### src/rtl/conv_pkg.sv
`default_nettype none
// ============================================================================
//  Module      : conv_pkg
//  Description : Shared defaults, per-beat tag type and signed-saturation
//                helper for the convolution accumulate unit.
//  Revision    : 1.0 - initial release
// ============================================================================
package conv_pkg;

  localparam int DEF_K_H            = 3;
  localparam int DEF_K_W            = 3;
  localparam int DEF_IN_DATA_WIDTH  = 9;
  localparam int DEF_W_WIDTH        = 8;
  localparam int DEF_C_IN           = 4;
  localparam int DEF_ACC_WIDTH      = 24;
  localparam int DEF_OUT_DATA_WIDTH = 8;

  // Side information that rides along with each beat through the pipeline.
  typedef struct packed {
    logic       is_first;
    logic       is_last;
    logic       relu;
    logic [4:0] shift;
  } beat_tag_t;

  // Clamp a wide signed value to the signed range of WIDTH bits.
  // The caller truncates the result down to WIDTH bits.
  function automatic logic signed [63:0] sat_signed(input logic signed [63:0] v,
                                                    input int width);
    logic signed [63:0] hi;
    logic signed [63:0] lo;
    hi = (64'sd1 <<< (width - 1)) - 64'sd1;
    lo = -hi - 64'sd1;
    if (v > hi) begin
      return hi;
    end else if (v < lo) begin
      return lo;
    end
    return v;
  endfunction

endpackage
`default_nettype wire

### src/rtl/conv_acc_unit_if.sv
`default_nettype none
// ============================================================================
//  Module      : conv_acc_unit_if
//  Description : Beat input / result output handshake bundle of the
//                convolution accumulate unit.
//  Revision    : 1.0 - initial release
// ============================================================================
interface conv_acc_unit_if
  import conv_pkg::*;
#(
  parameter int K_H            = DEF_K_H,
  parameter int K_W            = DEF_K_W,
  parameter int IN_DATA_WIDTH  = DEF_IN_DATA_WIDTH,
  parameter int W_WIDTH        = DEF_W_WIDTH,
  parameter int ACC_WIDTH      = DEF_ACC_WIDTH,
  parameter int OUT_DATA_WIDTH = DEF_OUT_DATA_WIDTH
);

  logic                                in_valid;
  logic                                in_ready;
  logic [K_H*K_W*IN_DATA_WIDTH-1:0]    conv_win;
  logic [K_H*K_W*W_WIDTH-1:0]          w;
  logic                                en_relu;
  logic [4:0]                          shift;
  logic                                out_valid;
  logic                                out_ready;
  logic [OUT_DATA_WIDTH-1:0]           out_pixel;
  logic [ACC_WIDTH-1:0]                out_acc;

  // Accumulator side.
  modport slave (
    input  in_valid, conv_win, w, en_relu, shift, out_ready,
    output in_ready, out_valid, out_pixel, out_acc
  );

  // Producer / consumer side.
  modport master (
    output in_valid, conv_win, w, en_relu, shift, out_ready,
    input  in_ready, out_valid, out_pixel, out_acc
  );

endinterface
`default_nettype wire

### src/rtl/conv_requant.sv
`default_nettype none
// ============================================================================
//  Module      : conv_requant
//  Description : Optional ReLU, arithmetic right shift and saturation of an
//                accumulator value down to the output pixel width.
//  Revision    : 1.0 - initial release
// ============================================================================
module conv_requant
  import conv_pkg::*;
#(
  parameter int ACC_WIDTH      = DEF_ACC_WIDTH,
  parameter int OUT_DATA_WIDTH = DEF_OUT_DATA_WIDTH
) (
  input  logic signed [ACC_WIDTH-1:0]      acc_i,
  input  logic                             en_relu_i,
  input  logic [4:0]                       shift_i,
  output logic signed [OUT_DATA_WIDTH-1:0] pixel_o
);

  logic signed [ACC_WIDTH-1:0] w_relu;
  logic signed [ACC_WIDTH-1:0] w_shift;

  // ReLU, then floor-shift, then clamp into the output range.
  always_comb begin
    w_relu = acc_i;
    if (en_relu_i && acc_i[ACC_WIDTH-1]) begin
      w_relu = '0;
    end
    w_shift = w_relu >>> shift_i;
    pixel_o = OUT_DATA_WIDTH'(sat_signed(64'(w_shift), OUT_DATA_WIDTH));
  end

endmodule
`default_nettype wire

### src/rtl/conv_acc_unit.sv
`default_nettype none
// ============================================================================
//  Module      : conv_acc_unit
//  Description : 3-stage multiply / sum / accumulate pipeline that folds C_IN
//                channel beats into one requantized output pixel.
//                Build option CONV_ACC_SAT_EN: saturate the accumulator to the
//                ACC_WIDTH signed range instead of wrapping.
//  Revision    : 1.0 - initial release
// ============================================================================
module conv_acc_unit
  import conv_pkg::*;
#(
  parameter int K_H            = DEF_K_H,
  parameter int K_W            = DEF_K_W,
  parameter int IN_DATA_WIDTH  = DEF_IN_DATA_WIDTH,
  parameter int W_WIDTH        = DEF_W_WIDTH,
  parameter int C_IN           = DEF_C_IN,
  parameter int ACC_WIDTH      = DEF_ACC_WIDTH,
  parameter int OUT_DATA_WIDTH = DEF_OUT_DATA_WIDTH
) (
  input  logic           clk,
  input  logic           rst,
  conv_acc_unit_if.slave bus
);

  localparam int NTAPS  = K_H * K_W;
  localparam int PROD_W = IN_DATA_WIDTH + W_WIDTH;
  localparam int SUM_W  = PROD_W + $clog2(NTAPS);
  localparam int CNT_W  = (C_IN > 1) ? $clog2(C_IN) : 1;

  logic                              w_stall;
  logic                              w_adv;
  logic                              w_accept;
  logic                              w_first;
  logic                              w_last;
  beat_tag_t                         w_tag;
  logic [CNT_W-1:0]                  cnt_q;
  logic [CNT_W-1:0]                  cnt_d;

  logic signed [PROD_W-1:0]          w_prod [NTAPS];
  logic signed [PROD_W-1:0]          p_prod_q [NTAPS];
  logic                              p_valid_q;
  beat_tag_t                         p_tag_q;

  logic signed [SUM_W-1:0]           w_sum;
  logic signed [SUM_W-1:0]           s_sum_q;
  logic                              s_valid_q;
  beat_tag_t                         s_tag_q;

  logic signed [ACC_WIDTH-1:0]       acc_q;
  logic signed [ACC_WIDTH-1:0]       acc_d;
  logic signed [63:0]                w_sum_ext;
  logic signed [63:0]                w_acc_ext;
  logic signed [OUT_DATA_WIDTH-1:0]  w_pixel;
  logic                              out_valid_q;
  logic [ACC_WIDTH-1:0]              out_acc_q;
  logic [OUT_DATA_WIDTH-1:0]         out_pixel_q;

  // A held, unconsumed result freezes the whole pipeline.
  assign w_stall  = out_valid_q && !bus.out_ready;
  assign w_adv    = !w_stall;
  assign w_accept = bus.in_valid && w_adv;
  assign w_first  = (cnt_q == '0);
  assign w_last   = (cnt_q == CNT_W'(C_IN - 1));

  assign bus.in_ready  = w_adv;
  assign bus.out_valid = out_valid_q;
  assign bus.out_acc   = out_acc_q;
  assign bus.out_pixel = out_pixel_q;

  // One signed multiplier per window tap.
  for (genvar gi = 0; gi < NTAPS; gi++) begin : g_prod
    logic signed [IN_DATA_WIDTH-1:0] w_pix;
    logic signed [W_WIDTH-1:0]       w_wt;
    assign w_pix       = bus.conv_win[gi*IN_DATA_WIDTH +: IN_DATA_WIDTH];
    assign w_wt        = bus.w[gi*W_WIDTH +: W_WIDTH];
    assign w_prod[gi]  = PROD_W'(w_pix) * PROD_W'(w_wt);
  end

  // Channel counter next state and the tag attached to the incoming beat.
  always_comb begin
    cnt_d = cnt_q;
    if (w_accept) begin
      cnt_d = w_last ? '0 : cnt_q + CNT_W'(1);
    end
    w_tag = '{is_first: w_first, is_last: w_last,
              relu: bus.en_relu, shift: bus.shift};
  end

  // Full-precision adder tree over the registered products.
  always_comb begin
    w_sum = '0;
    for (int i = 0; i < NTAPS; i++) begin
      w_sum = w_sum + SUM_W'(p_prod_q[i]);
    end
  end

  // Accumulate: first beat loads, later beats add; saturate or wrap.
  always_comb begin
    w_sum_ext = 64'(s_sum_q);
    w_acc_ext = 64'(acc_q);
`ifdef CONV_ACC_SAT_EN
    acc_d = ACC_WIDTH'(sat_signed(s_tag_q.is_first ? w_sum_ext
                                                   : w_acc_ext + w_sum_ext,
                                  ACC_WIDTH));
`else
    acc_d = ACC_WIDTH'(s_tag_q.is_first ? w_sum_ext : w_acc_ext + w_sum_ext);
`endif
  end

  conv_requant #(
    .ACC_WIDTH      (ACC_WIDTH),
    .OUT_DATA_WIDTH (OUT_DATA_WIDTH)
  ) u_requant (
    .acc_i     (acc_d),
    .en_relu_i (s_tag_q.relu),
    .shift_i   (s_tag_q.shift),
    .pixel_o   (w_pixel)
  );

  // Control state: counter and stage valids, all frozen on a stall.
  always_ff @(posedge clk) begin
    if (rst) begin
      cnt_q     <= '0;
      p_valid_q <= 1'b0;
      s_valid_q <= 1'b0;
    end else if (w_adv) begin
      cnt_q     <= cnt_d;
      p_valid_q <= w_accept;
      s_valid_q <= p_valid_q;
    end
  end

  // Datapath stage registers P and S; qualified by the valids above.
  always_ff @(posedge clk) begin
    if (w_adv) begin
      for (int i = 0; i < NTAPS; i++) begin
        p_prod_q[i] <= w_prod[i];
      end
      p_tag_q <= w_tag;
      s_sum_q <= w_sum;
      s_tag_q <= p_tag_q;
    end
  end

  // Stage O: accumulator and the output result registers.
  always_ff @(posedge clk) begin
    if (rst) begin
      acc_q       <= '0;
      out_valid_q <= 1'b0;
      out_acc_q   <= '0;
      out_pixel_q <= '0;
    end else if (w_adv) begin
      if (s_valid_q) begin
        acc_q <= acc_d;
      end
      if (s_valid_q && s_tag_q.is_last) begin
        out_valid_q <= 1'b1;
        out_acc_q   <= acc_d;
        out_pixel_q <= w_pixel;
      end else begin
        out_valid_q <= 1'b0;
      end
    end
  end

endmodule
`default_nettype wire

### src/flat_wrapper.sv
// flat-port wrapper written by rule: the top's interface ports become plain ports
module conv_acc_unit_flat import conv_pkg::*;
#(
  parameter int K_H            = DEF_K_H,
  parameter int K_W            = DEF_K_W,
  parameter int IN_DATA_WIDTH  = DEF_IN_DATA_WIDTH,
  parameter int W_WIDTH        = DEF_W_WIDTH,
  parameter int C_IN           = DEF_C_IN,
  parameter int ACC_WIDTH      = DEF_ACC_WIDTH,
  parameter int OUT_DATA_WIDTH = DEF_OUT_DATA_WIDTH
)
  (clk, rst, bus_in_valid, bus_conv_win, bus_w, bus_en_relu, bus_shift, bus_out_ready, bus_in_ready, bus_out_valid, bus_out_pixel, bus_out_acc);
  conv_acc_unit_if #(.K_H(K_H), .K_W(K_W), .IN_DATA_WIDTH(IN_DATA_WIDTH), .W_WIDTH(W_WIDTH), .ACC_WIDTH(ACC_WIDTH), .OUT_DATA_WIDTH(OUT_DATA_WIDTH)) bus_i ();
  input  logic clk;
  input  logic rst;
  input wire logic [$bits(bus_i.in_valid)-1:0] bus_in_valid;
  input wire logic [$bits(bus_i.conv_win)-1:0] bus_conv_win;
  input wire logic [$bits(bus_i.w)-1:0] bus_w;
  input wire logic [$bits(bus_i.en_relu)-1:0] bus_en_relu;
  input wire logic [$bits(bus_i.shift)-1:0] bus_shift;
  input wire logic [$bits(bus_i.out_ready)-1:0] bus_out_ready;
  output wire logic [$bits(bus_i.in_ready)-1:0] bus_in_ready;
  output wire logic [$bits(bus_i.out_valid)-1:0] bus_out_valid;
  output wire logic [$bits(bus_i.out_pixel)-1:0] bus_out_pixel;
  output wire logic [$bits(bus_i.out_acc)-1:0] bus_out_acc;
  assign bus_i.in_valid = bus_in_valid;
  assign bus_i.conv_win = bus_conv_win;
  assign bus_i.w = bus_w;
  assign bus_i.en_relu = bus_en_relu;
  assign bus_i.shift = bus_shift;
  assign bus_i.out_ready = bus_out_ready;
  assign bus_in_ready = bus_i.in_ready;
  assign bus_out_valid = bus_i.out_valid;
  assign bus_out_pixel = bus_i.out_pixel;
  assign bus_out_acc = bus_i.out_acc;
  conv_acc_unit #(.K_H(K_H), .K_W(K_W), .IN_DATA_WIDTH(IN_DATA_WIDTH), .W_WIDTH(W_WIDTH), .C_IN(C_IN), .ACC_WIDTH(ACC_WIDTH), .OUT_DATA_WIDTH(OUT_DATA_WIDTH)) u_core (.clk(clk), .rst(rst), .bus(bus_i));
endmodule
### config.mk
export PLATFORM = sky130hd
export DESIGN_NAME = conv_acc_unit_flat
export DESIGN_NICKNAME = d
export VERILOG_FILES = /design/src/rtl/conv_pkg.sv /design/src/rtl/conv_acc_unit_if.sv /design/src/rtl/conv_requant.sv /design/src/rtl/conv_acc_unit.sv /design/src/flat_wrapper.sv
export SDC_FILE = /design/constraint.sdc
export NUM_CORES = 2
export LEC_CHECK = 0
export BUFFER_PORTS_ARGS = -buffer_cell sky130_fd_sc_hd__buf_2
export CAP_MARGIN = 20
export CORE_ASPECT_RATIO = 0.75
export CORE_UTILIZATION = 35
export DETAILED_ROUTE_END_ITERATION = 10
export GPL_TIMING_DRIVEN = 1
export SYNTH_ARGS = -nofsm -noshare
export SYNTH_HDL_FRONTEND = slang
export SYNTH_SLANG_ARGS = --single-unit
export TNS_END_PERCENT = 100
### constraint.sdc
create_clock -name clk -period 10.7 [get_ports clk]
set_input_delay 1.07 -clock clk [delete_from_list [all_inputs] [get_ports clk]]
set_output_delay 1.07 -clock clk [all_outputs]
set_load 0.02 [all_outputs]
# == Word-level counts from Yosys, hierarchy flattened ==
# Memories as Yosys holds them, arrays and structs flattened.
# Index checks and enable logic that the tools add are counted.
# totals
ff_bits,98
ram_bits,153
inputBits,163
output_inout_bits,34
word_cells,61
mem_count,1
# op_classes
addsub,10
mul,9
order_cmp,2
eq_ne,1
shift,1
mux,10
n_bitwise,1
reduce_logical,10
# mem_list
memory,words,width,rd,rd_clocked_by_memory_dff,wr,line,text
u_core.p_prod_q,9,17,9,0,9,conv_acc_unit.sv:41,logic signed [PROD_W-1:0] p_prod_q [NTAPS];
# ops
op,n
$mul A9 B8 Y17,9
$add A21 B17 Y21,6
$mux W24,2
$add A24 B21 Y24,1
$gt A24 B8 Y1 const B,1
$lt A24 B8 Y1 const B,1
$mux W8,3
$sshr A24 B5 Y24,1
$add A18 B17 Y19,1
$add A17 B17 Y18,1
$reduce_and A2 Y1,3
$logic_and A1 B1 Y1,4
$mux W1,4
$add A2 B1 Y2 const B,1
$eq A2 B2 Y1 const B,1
$logic_not A1 Y1,2
$logic_not A2 Y1,1
$mux W2,1
$not A1 Y1,1

# == Longest topological paths before layout ==
# logic_depth
depth_word,9
depth_mapped,32
mapped_depth_nobuf,32

# == Modules after synthesis ==
# Synthesis repeated with hierarchy kept, for this count alone.
# unflattened
hier_cells,4028
area_unflattened_um2,39155.1
# modules_own_cells
module,n_inst,cells_per_inst,area_per_inst_um2,seq_area_each_um2
conv_acc_unit,1,3786,37274.5,6926.6
conv_requant,1,242,1880.6,0.0

# == Worst setup path after synthesis ==
# OpenSTA, ideal clock, no wires.
# synth_path
path_type,input -> register
from,input bus_out_ready
to,register u_core.out_pixel_q[2] (netlist: u_core.bus.out_pixel[2])
setup_ps,137
arrival_ps,8445
t_required_ps,10563
path_slack_ps,2118
stages,8
n_path_buf,2
path_cell_list,nand2b_1 clkbuf_1 and3_1 clkbuf_1 o311ai_0 or4b_4 a22oi_4 o32ai_1
# synth_via
elab_chain_len,4
# synth_lines
element,line,text
from (decl),flat_wrapper.sv:21,input wire logic [$bits(bus_i.out_ready)-1:0] bus_out_ready;
$logic_not A1 Y1,conv_acc_unit.sv:60,assign w_stall = out_valid_q && !bus.out_ready;
$logic_and A1 B1 Y1,conv_acc_unit.sv:60,
$not A1 Y1 (no source line),-,
$reduce_and A2 Y1 (no source line),-,
to (signal assigned),conv_acc_unit.sv:160,out_pixel_q <= w_pixel;
to (decl),conv_acc_unit.sv:57,logic [OUT_DATA_WIDTH-1:0] out_pixel_q;
# Every way passes these cells.
# A chain may end at the register's enable or synchronous reset.

==> reports/qor.csv <==
metric,value,unit
initial antenna violation count,8,
final worst slack,2.78,ns
die area,114000,um2
final WL,93.8,mm
YS warnings,0,
Starting Density,0.353,
clk_lat worst skew,0.63,ns
Max Cap Viol,0,
final period utilization,0.740,
vias in the first global route,28158,
TritonCTS clock tree,yes,
Area Growth Syn to Fin,8.99,%
max-slew violations,0,
total gr overflow,0,
CTS Buf Count,28,
ys flop type,edfxtp_1,
number of synthesized flops with an enable pin,190,
dpl hpwl,79.8,mm
vias per cell,4.80,
Worst slew margin,0.165,
first-pass GRT wire length,156,mm
CP most frequent cell,fa_1,
wire per inst,16.6,um
Async SR Flop Fraction,0,
DRC Markers,0,
DR iter-0 viols,1639,
clk sink count,251,
die height,292,um
Total GRT Usage,0.171,
Mapped Area,39300,um2
"Setup violations, final",0,
"antenna viol nets, final",0,
slowest CP cell,fa_1,
Final nets,5353,
fmax,126,MHz
Post-Syn Instances,4033,
hold crit path type,register to register,
"commonest non-fill, non-tap cells in the layout","inv_1, fa_1, and2_1",
Final Skew,0.0712,ns
"Hold Vio Cnt, Final",0,
Worst Setup End Kind,register,
#FFs+latches synth,251,
global placement routability congestion,0.910,
# hold bufs at CTS,0,
Post-CTS Resized,0,
clock tree buffer depth,3,
"Avg Cell Area, Syn",9.75,um2
"commonest non-fill, non-tap cell in the layout",inv_1,
Synth Net Count,5200,
Tmin final,7.92,ns
postcts setup bufs,0,
Clock transition at path regs,0.07,ns
status,completed,
setup_tns,0,ns
RSZ-0062 raised after global routing,no,
core area,111000,um2
Die W,389,um
drt pass-1 iters,6,
type of origin of the critical path,register,
largest net degree at the start of global routing,72,
Vias,27225,
CP max FO,5,
layout cell share with drive strength beyond 1,0.0722,
Post-Place Setup Slack,2.80,ns
Worst Tran Pin Value,1.24,ns
# rows,106,
CTS root buffer,clkbuf_16,
max incr delay on CP,0.52,ns
"Seq/Total Area, Yosys",0.176,
CP arrival,8.30,ns
post-synth cell types,96,
H-tree depth,1,
Port Buffers,196,
IO Pins,197,
"Req. time, crit path",11.07,ns
worst setup path category,register to register,
[synth_stat cells (all sizes together) (6+ instances only)]
cell / instances / area [um2]
inv: 868 / 3260
fa: 661 / 13200
and2: 385 / 2410
ha: 343 / 4290
nand2: 297 / 1110
edfxtp: 190 / 5710
nor2: 169 / 639
a21oi: 164 / 843
xnor2: 155 / 1360
o21ai: 101 / 509
nand2b: 84 / 526
clkbuf: 64 / 240
dfxtp: 61 / 1220
a211oi: 55 / 440
xor2: 47 / 412
a21o: 39 / 293
o21bai: 37 / 278
nor3: 27 / 135
mux2i: 26 / 260
nand3: 25 / 130
buf: 18 / 108
or3: 16 / 105
a31oi: 15 / 139
o211ai: 12 / 90.1
nor2b: 11 / 76.3
o21a: 11 / 82.6
nand4: 10 / 62.6
o2111ai: 9 / 96.4
o32ai: 9 / 78.8
a2111oi: 8 / 88.8
and3: 8 / 50.1
mux2: 7 / 78.8
a21boi: 6 / 45.0
nor4: 6 / 52.6
o22ai: 6 / 37.5
o311ai: 6 / 60.1
o31ai: 6 / 58.8
[worst max-delay path: cells and delay by family (launching register included)]
kind            cells  cell delay (ns)
fa+ha+maj           8             3.23
buf+inv             5             0.31
xor+xnor            1             0.08
compound gates     14             2.93
simple gates        3             0.82
flops               1             0.32
[registers in the layout, indices dropped and copies added (netlist names), 2 cells and up]
| signal | flops |
|---|---|
| u_core.bus.out_acc | 24 |
| u_core.p_tag_q | 8 |
| u_core.acc_q | 24 |
| u_core.p_prod_q | 153 |
| u_core.s_sum_q | 21 |
| u_core.bus.out_pixel | 8 |
| u_core.s_tag_q | 8 |
| u_core.cnt_q | 2 |
[worst paths after layout]
check,end,slack [ns],depth (start not counted),from
max,u_core.s_sum_q[20],2.78,31,u_core.p_prod_q[0][1]
min,u_core.s_tag_q[2],0.41,0,u_core.p_tag_q[2]
max reg2reg,u_core.s_sum_q[20],2.78,31,u_core.p_prod_q[0][1]
min reg2reg,u_core.s_tag_q[2],0.41,0,u_core.p_tag_q[2]
[stage by stage]
stage / utilization / instance area (um2) / cells / hold slack [ns]
global route: 0.385 / 42900 / 5670 / 0.429
CTS: 0.385 / 42800 / 5666 / 0.412
global placement: 0.376 / 41900 / 5614 / 0.404
finish: 0.385 / 42900 / 5670 / 0.415
detailed placement: 0.376 / 41900 / 5614 / 0.405
floorplan: - / 39300 / 4033 / 0.400
[metal layers]
| layer | global-route usage | wire (um) | up-vias |
|---|---|---|---|
| li1 | - | - | 13052 |
| met1 | 0.256 | 45600 | 13556 |
| met2 | 0.271 | 42700 | 544 |
| met3 | 0.0160 | 4200 | 69 |
| met4 | 0.0253 | 1260 | 4 |
| met5 | 0 | 22 | - |
[area by class of cell]
class / instances / area, um2
Clock inverter: 20 / 274
Timing Repair Buffer: 205 / 1050
Tap cell: 1458 / 1820
Antenna cell: 4 / 10.0
Clock buffer: 32 / 716
Fill cell: 11151 / 68600
Inverter: 870 / 3270
Multi-Input combinational cell: 2830 / 28800
Sequential cell: 251 / 6930
[cells by family after synthesis]
group | count (synthesis) | synth area share
AOI/OAI and AO/OA | 531 | 0.0920
xor gates and xnor gates | 202 | 0.0450
adders and majority gates | 1004 | 0.446
buffers and inverters | 952 | 0.0919
DFF | 251 | 0.176
muxes | 36 | 0.0103
and+or+nand+nor | 1057 | 0.139
Power is not shown: default switching activity piles up to over one toggle a cycle in this logic, so the estimate is an artifact.
